`src/rtl/req_capture_encoder.sv`:
```
// req_capture_encoder: latches request lines into sticky pending bits and hands out one
// pending index per valid/ready transfer, with fixed or round-robin priority.
module req_capture_encoder #(
  parameter int N = 8,
  parameter int W = 3,
  parameter int EDGE = 1,
  parameter int RR = 0
) (
  input  logic         clk,
  input  logic         rst,
  input  logic [N-1:0] req,
  input  logic [N-1:0] mask,
  output logic         out_valid,
  input  logic         out_ready,
  output logic [W-1:0] out_code,
  output logic [N-1:0] pending,
  output logic         overrun,
  input  logic         clr_ovr
);
  typedef enum logic {IDLE, HOLD} state_t;
  state_t state;
  logic [N-1:0] req_d, hit, acc_vec, cand;
  logic [W-1:0] rr_ptr, sel, idx;
  logic acc, found;
  assign hit = EDGE != 0 ? req & ~req_d : req;
  assign acc = out_valid & out_ready;
  assign acc_vec = acc ? N'(1) << out_code : '0;
  // the index being accepted drops out of the candidate set so the next grant can follow at once
  assign cand = pending & ~mask & ~acc_vec;
  always_comb begin
    sel = '0;
    found = 1'b0;
    idx = '0;
    for (int k = 0; k < N; k++) begin
      idx = RR != 0 ? rr_ptr + W'(k) : W'(k);
      if (!found && cand[idx]) begin
        sel = idx;
        found = 1'b1;
      end
    end
  end
  always_ff @(posedge clk or posedge rst) begin
    if (rst) begin
      state <= IDLE;
      out_valid <= 1'b0;
      out_code <= '0;
      req_d <= '0;
      pending <= '0;
      overrun <= 1'b0;
      rr_ptr <= '0;
    end else begin
      req_d <= req;
      pending <= (pending & ~acc_vec) | hit;
      overrun <= (overrun & ~clr_ovr) | |(hit & pending & ~acc_vec);
      if (acc && RR != 0) rr_ptr <= out_code + 1'b1;
      if (state == IDLE && found) begin
        state <= HOLD;
        out_valid <= 1'b1;
        out_code <= sel;
      end else if (state == HOLD && acc) begin
        state <= found ? HOLD : IDLE;
        out_valid <= found;
        if (found) out_code <= sel;
      end
    end
  end
endmodule

```
`config.mk`:
```
export PLATFORM = sky130hd
export DESIGN_NAME = req_capture_encoder
export DESIGN_NICKNAME = d
export VERILOG_FILES = /design/src/rtl/req_capture_encoder.sv
export SDC_FILE = /design/constraint.sdc
export NUM_CORES = 1
export LEC_CHECK = 0
export ABC_CLOCK_PERIOD_IN_PS = 1700
export CAP_MARGIN = 40
export CORE_UTILIZATION = 39
export DETAILED_ROUTE_END_ITERATION = 12
export PLACE_DENSITY = 0.73
export RECOVER_POWER = 50
export SLEW_MARGIN = 0
export SYNTH_ARGS = -nofsm -noshare
export SYNTH_HDL_FRONTEND = slang
export SYNTH_SLANG_ARGS = --single-unit
```
`constraint.sdc`:
```
create_clock -name clk -period 1.7 [get_ports clk]
set_input_delay 0.51 -clock clk [delete_from_list [all_inputs] [get_ports clk]]
set_output_delay 0.51 -clock clk [all_outputs]
set_load 0.01 [all_outputs]
```
==> flow_summary.ini, run 1 <==
[status]
outcome = finished, violations left
violations = setup timing

[critical_path]
crit_type = flip-flop to flip-flop
rrSetupSlack_ns = -0.16
path_max_fanout = 5
rr_startpoint = out_code[1]
reg2reg_depth = 5
crit_required_ns = 1.89
end_kind = flip-flop
crit_path_start_kind = flip-flop
r2r_end = overrun
cp.arrival_ns = 2.04

[placement]
dpl.cell_count = 176
pre_cts_ws_ns = -0.7617
dpl_cell_area_um2 = 1473
io_buffer_count = 32
dp_hpwl_um = 1887
gp_congestion = 0.8855

[drt]
wl_per_cell_um = 13.07
via_per_inst = 5.131
vias = 939
firstDrtPassIters = 4
ant_nets = 0
drt_first_iter_violations = 11
drc_errors = 0
drt_wl_total_um = 2392

[timing]
slew_viol_final = 0
fin_setup_tns_ns = -0.2045
setup_viol = 2
period_needed_ns = 1.857
worst_slew_pin_slew_ns = 0.5315
timing.final.crit_share = 1.092
setup_ws_ns = -0.1570
clock.fmax_ghz = 0.5385
hold_violations = 0
slew_headroom = 0.6456
rsz0062_at_grt = true
hold_slack_ns = 0.4664
finalClockSkew_ns = 0.001032

[cells_and_area]
area_growth_pct = 59.22
fin_area_um2 = 1524
nets = 176
stdcell_count = 183
final_util = 0.6759
antenna-diode-count = 0
drive_above_1_share = 0.2645

[grt]
grt_start_max_net_pins = 22
antenna_found_initial = 0
grt_first_pass_wirelength_um = 4071
grtUsageTotal = 0.2064
grt_pass1_vias = 954
overflow = 0

[floorplan]
die_y_um = 51.54
initial_core_util = 0.4245
core_um2 = 2255
die-area_um2 = 2656
core.rowCount = 17
ios = 33
die_x_um = 51.54

[power_and_ir_drop]
power_mw = 1.580
power.density_nw_per_um2 = 1037
ir_drop_uv = 803.9
leakage_nw = 0.6610

[clocking]
cts-root-buf = clkbuf_4
cts.sinks = 21
cts_made_buffers = 3
cts_max_path_buffers = 2
cts.htree.levels = 1
cts_tree = built
ctsHoldBuffers = 0
path_clk_slew_ns = 0.12
clk-insertion-delay-late_ns = 0.30

[logic_synthesis]
syn-num-nets = 117
syn_area_um2 = 957.2
yosysTopAreaCellShare = 0.5490
synth.ff_latch_count = 21
ys_top_cells_by_area = dfrtp_1, o21ai_0, nand2b_1
synth.avg_cell_area_um2 = 9.868
ys_seq_area_frac = 0.5490
ys_types = 24
yosysTopAreaCell = dfrtp_1
ys_warn_count = 0
syn_inst = 97

[min_path]
min_from = req_d[2]
hold_class = flip-flop to flip-flop
min_to = pending[2]
whs_path_depth = 1

[flow_run]
maxCapViolCount = 0
==> worst max-delay path, cell delays in order (launching register included) <==
cell	delay (ns)
dfrtp_2	0.48
nand2b_4	0.17
o21ai_2	0.15
nor3_1	0.05
or4_1	0.49
or4_1	0.40
==> state kept, by name (all words and copies together) (netlist names) <==
signal and count:
out_valid 1, overrun 1, pending 8, out_code 3, req_d 8
==> metal layers <==
layer  wire length [µm]  part of all wire  global-route usage  vias up
met4                 17            0.0071             0.05856        0
li1                   -                 -                   -      461
met3                 90             0.038             0.04386        2
met2               1221              0.51              0.3658       28
met5                  0                 0                   0        -
met1               1062              0.44              0.2505      448
==> how the worst max path moves through the flow <==
stage,to,slack [ns],depth (start not counted),startpoint
5_1_grt,overrun,-0.23,6,out_valid
3_5_place_dp,overrun,-0.76,6,out_ready
3_3_place_gp,overrun,-0.73,6,out_ready
6_report,overrun,-0.16,5,out_code[1]
4_1_cts,overrun,-0.16,5,out_code[1]
2_1_floorplan,overrun,-0.13,5,out_code[1]
==> kinds of logic (layout without fill, tap and decap cells) <==
group                  Yosys count  after routing  share of synthesized area
and+or+nand+nor                 34             34                     0.2118
AOI/OAI and AO/OA               31             31                     0.1961
DFF                             21             21                     0.5490
buffers and inverters           11             69                    0.04314
==> power by group <==
part | internal, mW | switching [mW]
clock | 0.0876 | 0.155
sequential | 0.580 | 0.0658
combinational | 0.375 | 0.317
total | 1.04 | 0.538
==> cell type report <==
class	instances	area, µm²
clock inverter	1	5.005
tap	28	35.03
sequential	21	528.0
fill	193	730.7
inverter	11	41.29
timing repair buffer	54	467.9
multi-input combinational	65	424.2
clock buffer	3	22.52
==> synth_stat cells <==
cell type / instances
dfrtp_1: 21
o21ai_0: 16
inv_1: 11
nand2_1: 8
nand2b_1: 7
nor2b_1: 6
nor3_1: 5
a21oi_1: 2
nor2_1: 2
o21ai_1: 2
o22ai_1: 2
o31ai_1: 2
or4_1: 2
a22oi_1: 1
a31o_2: 1
a32oi_1: 1
nand3_2: 1
nand3b_1: 1
nand3b_4: 1
nand4_1: 1
o2111ai_1: 1
o21ai_2: 1
o311ai_0: 1
o311ai_1: 1
==> timing repair <==
action,4_1_cts,5_1_grt
setup endpoints to repair,18,7
buffers inserted,3,0
resized for setup,24,8
pin swaps,0,1
==> cells in the final DEF (no fill, tap or decap) <==
| master | count |
|---|---|
| buf_6 | 2 |
| o2111ai_2 | 1 |
| clkdlybuf4s15_2 | 1 |
| dfrtp_1 | 19 |
| nand2b_1 | 5 |
| o21ai_2 | 3 |
| a31o_2 | 1 |
| or4_1 | 2 |
| inv_1 | 11 |
| clkdlybuf4s50_1 | 11 |
| a21oi_1 | 2 |
| buf_4 | 19 |
| o22ai_1 | 2 |
| clkbuf_2 | 3 |
| nand2b_4 | 2 |
| dfrtp_2 | 2 |
| nand2_1 | 8 |
| nand3b_4 | 1 |
| o21ai_1 | 5 |
| a32oi_1 | 1 |
| nand3_2 | 1 |
| o21ai_0 | 11 |
| nand3b_1 | 1 |
| clkinv_2 | 1 |
| nand4_1 | 1 |
| dlygate4sd2_1 | 11 |
| nor2b_1 | 6 |
| nor2_1 | 2 |
| o31ai_1 | 2 |
| nor3_1 | 5 |
| o311ai_1 | 2 |
| clkbuf_4 | 3 |
| a22oi_2 | 1 |
| dlygate4sd3_1 | 7 |
Power figures use the tool's default switching activity.
==> run 2: changes to the inputs <==
--- a/config.mk
+++ b/config.mk
@@ -7,6 +7,7 @@
 export LEC_CHECK = 0
 export ABC_CLOCK_PERIOD_IN_PS = 1700
 export CAP_MARGIN = 40
+export CORE_ASPECT_RATIO = 1.25
 export CORE_UTILIZATION = 39
 export DETAILED_ROUTE_END_ITERATION = 12
 export PLACE_DENSITY = 0.73
==> flow_summary.ini, run 2 (same netlist as run 1, synthesis figures left out) <==
[cells_and_area]
final_cell_mix = buf_4, dfrtp_1, o21ai_0, inv_1, dlygate4sd2_1
nets = 179
drive_above_1_share = 0.2595
area_growth_pct = 64.18
top_regs = pending (8), req_d (8), out_code (3)
final_common_cell = buf_4
antenna-diode-count = 0

[critical_path]
crit_path_start_kind = input port
crit_type = input port to flip-flop
rr_startpoint = out_code[2]
crit_required_ns = 1.89
cp.arrival_ns = 2.06
end_kind = flip-flop
path_max_fanout = 2
r2r_end = overrun
reg2reg_depth = 5
rrSetupSlack_ns = -0.16

[clocking]
cts_max_path_buffers = 2
clk-insertion-delay-late_ns = 0.30
cts.htree.levels = 1
cts-root-buf = clkbuf_4
cts_made_buffers = 3
cts_tree = built
cts.sinks = 21
path_clk_slew_ns = 0.11

[grt]
grt_first_pass_wirelength_um = 3967
grtUsageTotal = 0.2077
antenna_found_initial = 0
grt_pass1_vias = 962
grt_start_max_net_pins = 22
overflow = 0

[power_and_ir_drop]
seqPwrFrac = 0.399
intPower_mw = 1.069
power_mw = 1.603
ir_drop_uv = 798.7
leakage_nw = 0.6756
power_frac_clock = 0.145
netSwitchingPower_mw = 0.5342
combPwrFrac = 0.456
power.density_nw_per_um2 = 1020
sw_frac_of_total = 0.3333

[floorplan]
die_x_um = 46.31
die-area_um2 = 2658
core_um2 = 2258
initial_core_util = 0.4238
ios = 33
core.rowCount = 19
die_y_um = 57.39

[drt]
ant_nets = 0
drt_first_iter_violations = 21
vias = 949
via_per_inst = 5.021
drc_errors = 0
drt_wl_total_um = 2409
wl_per_cell_um = 12.75
firstDrtPassIters = 4

[timing]
worst_slew_pin_slew_ns = 0.5241
setup_viol = 4
finalClockSkew_ns = 0.004940
period_needed_ns = 1.878
rsz0062_at_grt = true
slew_headroom = 0.6506
slew_viol_final = 0
timing.final.crit_share = 1.104
hold_slack_ns = 0.4661
hold_violations = 0
clock.fmax_ghz = 0.5326
setup_ws_ns = -0.1776

[status]
outcome = finished, violations left
violations = setup timing

[min_path]
whs_path_depth = 1
min_from = req_d[6]
hold_class = flip-flop to flip-flop
min_to = pending[6]

[placement]
io_buffer_count = 32
gp_congestion = 0.8988
dp_hpwl_um = 1810

[flow_run]
maxCapViolCount = 0
[run 2: worst max path at each step]
| stage | startpoint | to | slack (ns) | cells after the start |
|---|---|---|---|---|
| 6_report | req[6] | overrun | -0.18 | 5 |
| 5_1_grt | out_code[2] | overrun | -0.23 | 5 |
| 4_1_cts | out_code[2] | overrun | -0.16 | 5 |
| 3_5_place_dp | out_ready | overrun | -0.80 | 6 |
| 3_3_place_gp | out_ready | overrun | -0.80 | 6 |
| 2_1_floorplan | out_code[1] | overrun | -0.13 | 5 |
[run 2: repair_timing]
| item | 4_1_cts | 5_1_grt |
|---|---|---|
| cloned | 0 | 0 |
| resized for setup | 19 | 8 |
| buffers inserted | 7 | 0 |
| hold buffers | 0 | 0 |
| setup endpoints to repair | 18 | 7 |
| pin swaps | 0 | 1 |
[run 2: metrics by stage]
step	setup TNS (ns)	worst slack, ns	instances	util	area, µm²
2_1_floorplan	-0.1255	-0.1255	97	-	974.7
3_3_place_gp	-3.822	-0.7971	178	0.6504	1469
3_5_place_dp	-3.915	-0.8033	178	0.6504	1469
4_1_cts	-0.2690	-0.1566	189	0.6875	1553
5_1_grt	-0.7204	-0.2254	189	0.6958	1572
6_report	-0.2987	-0.1776	189	0.6958	1572
[run 2: per-layer routing]
metal | part of all wire | GRT usage
met3 | 0.058 | 0.04430
met4 | 0.010 | 0.1050
met2 | 0.53 | 0.3552
met1 | 0.40 | 0.2305
met5 | 0 | 0
[run 2: layout make-up]
cell class / count / area [µm²]
fill: 198 / 686.9
sequential: 21 / 529.3
timing repair buffer: 57 / 491.7
multi-input combinational: 65 / 444.2
inverter: 11 / 41.29
tap: 31 / 38.79
clock buffer: 4 / 26.28
[run 2: critical path: stages]
cell and delay (ns):
dlygate4sd3_1 0.55, inv_1 0.07, nor3_1 0.04, or4_1 0.49
or4_1 0.39
[run 2: power groups by stage]
stage | sequential [mW] | combinational [mW] | clock, mW
6_report | 0.639 | 0.731 | 0.233
3_5_place_dp | 0.666 | 0.673 | 0
3_3_place_gp | 0.662 | 0.662 | 0
4_1_cts | 0.637 | 0.704 | 0.245
5_1_grt | 0.650 | 0.802 | 0.263
2_1_floorplan | 0.695 | 0.243 | 0
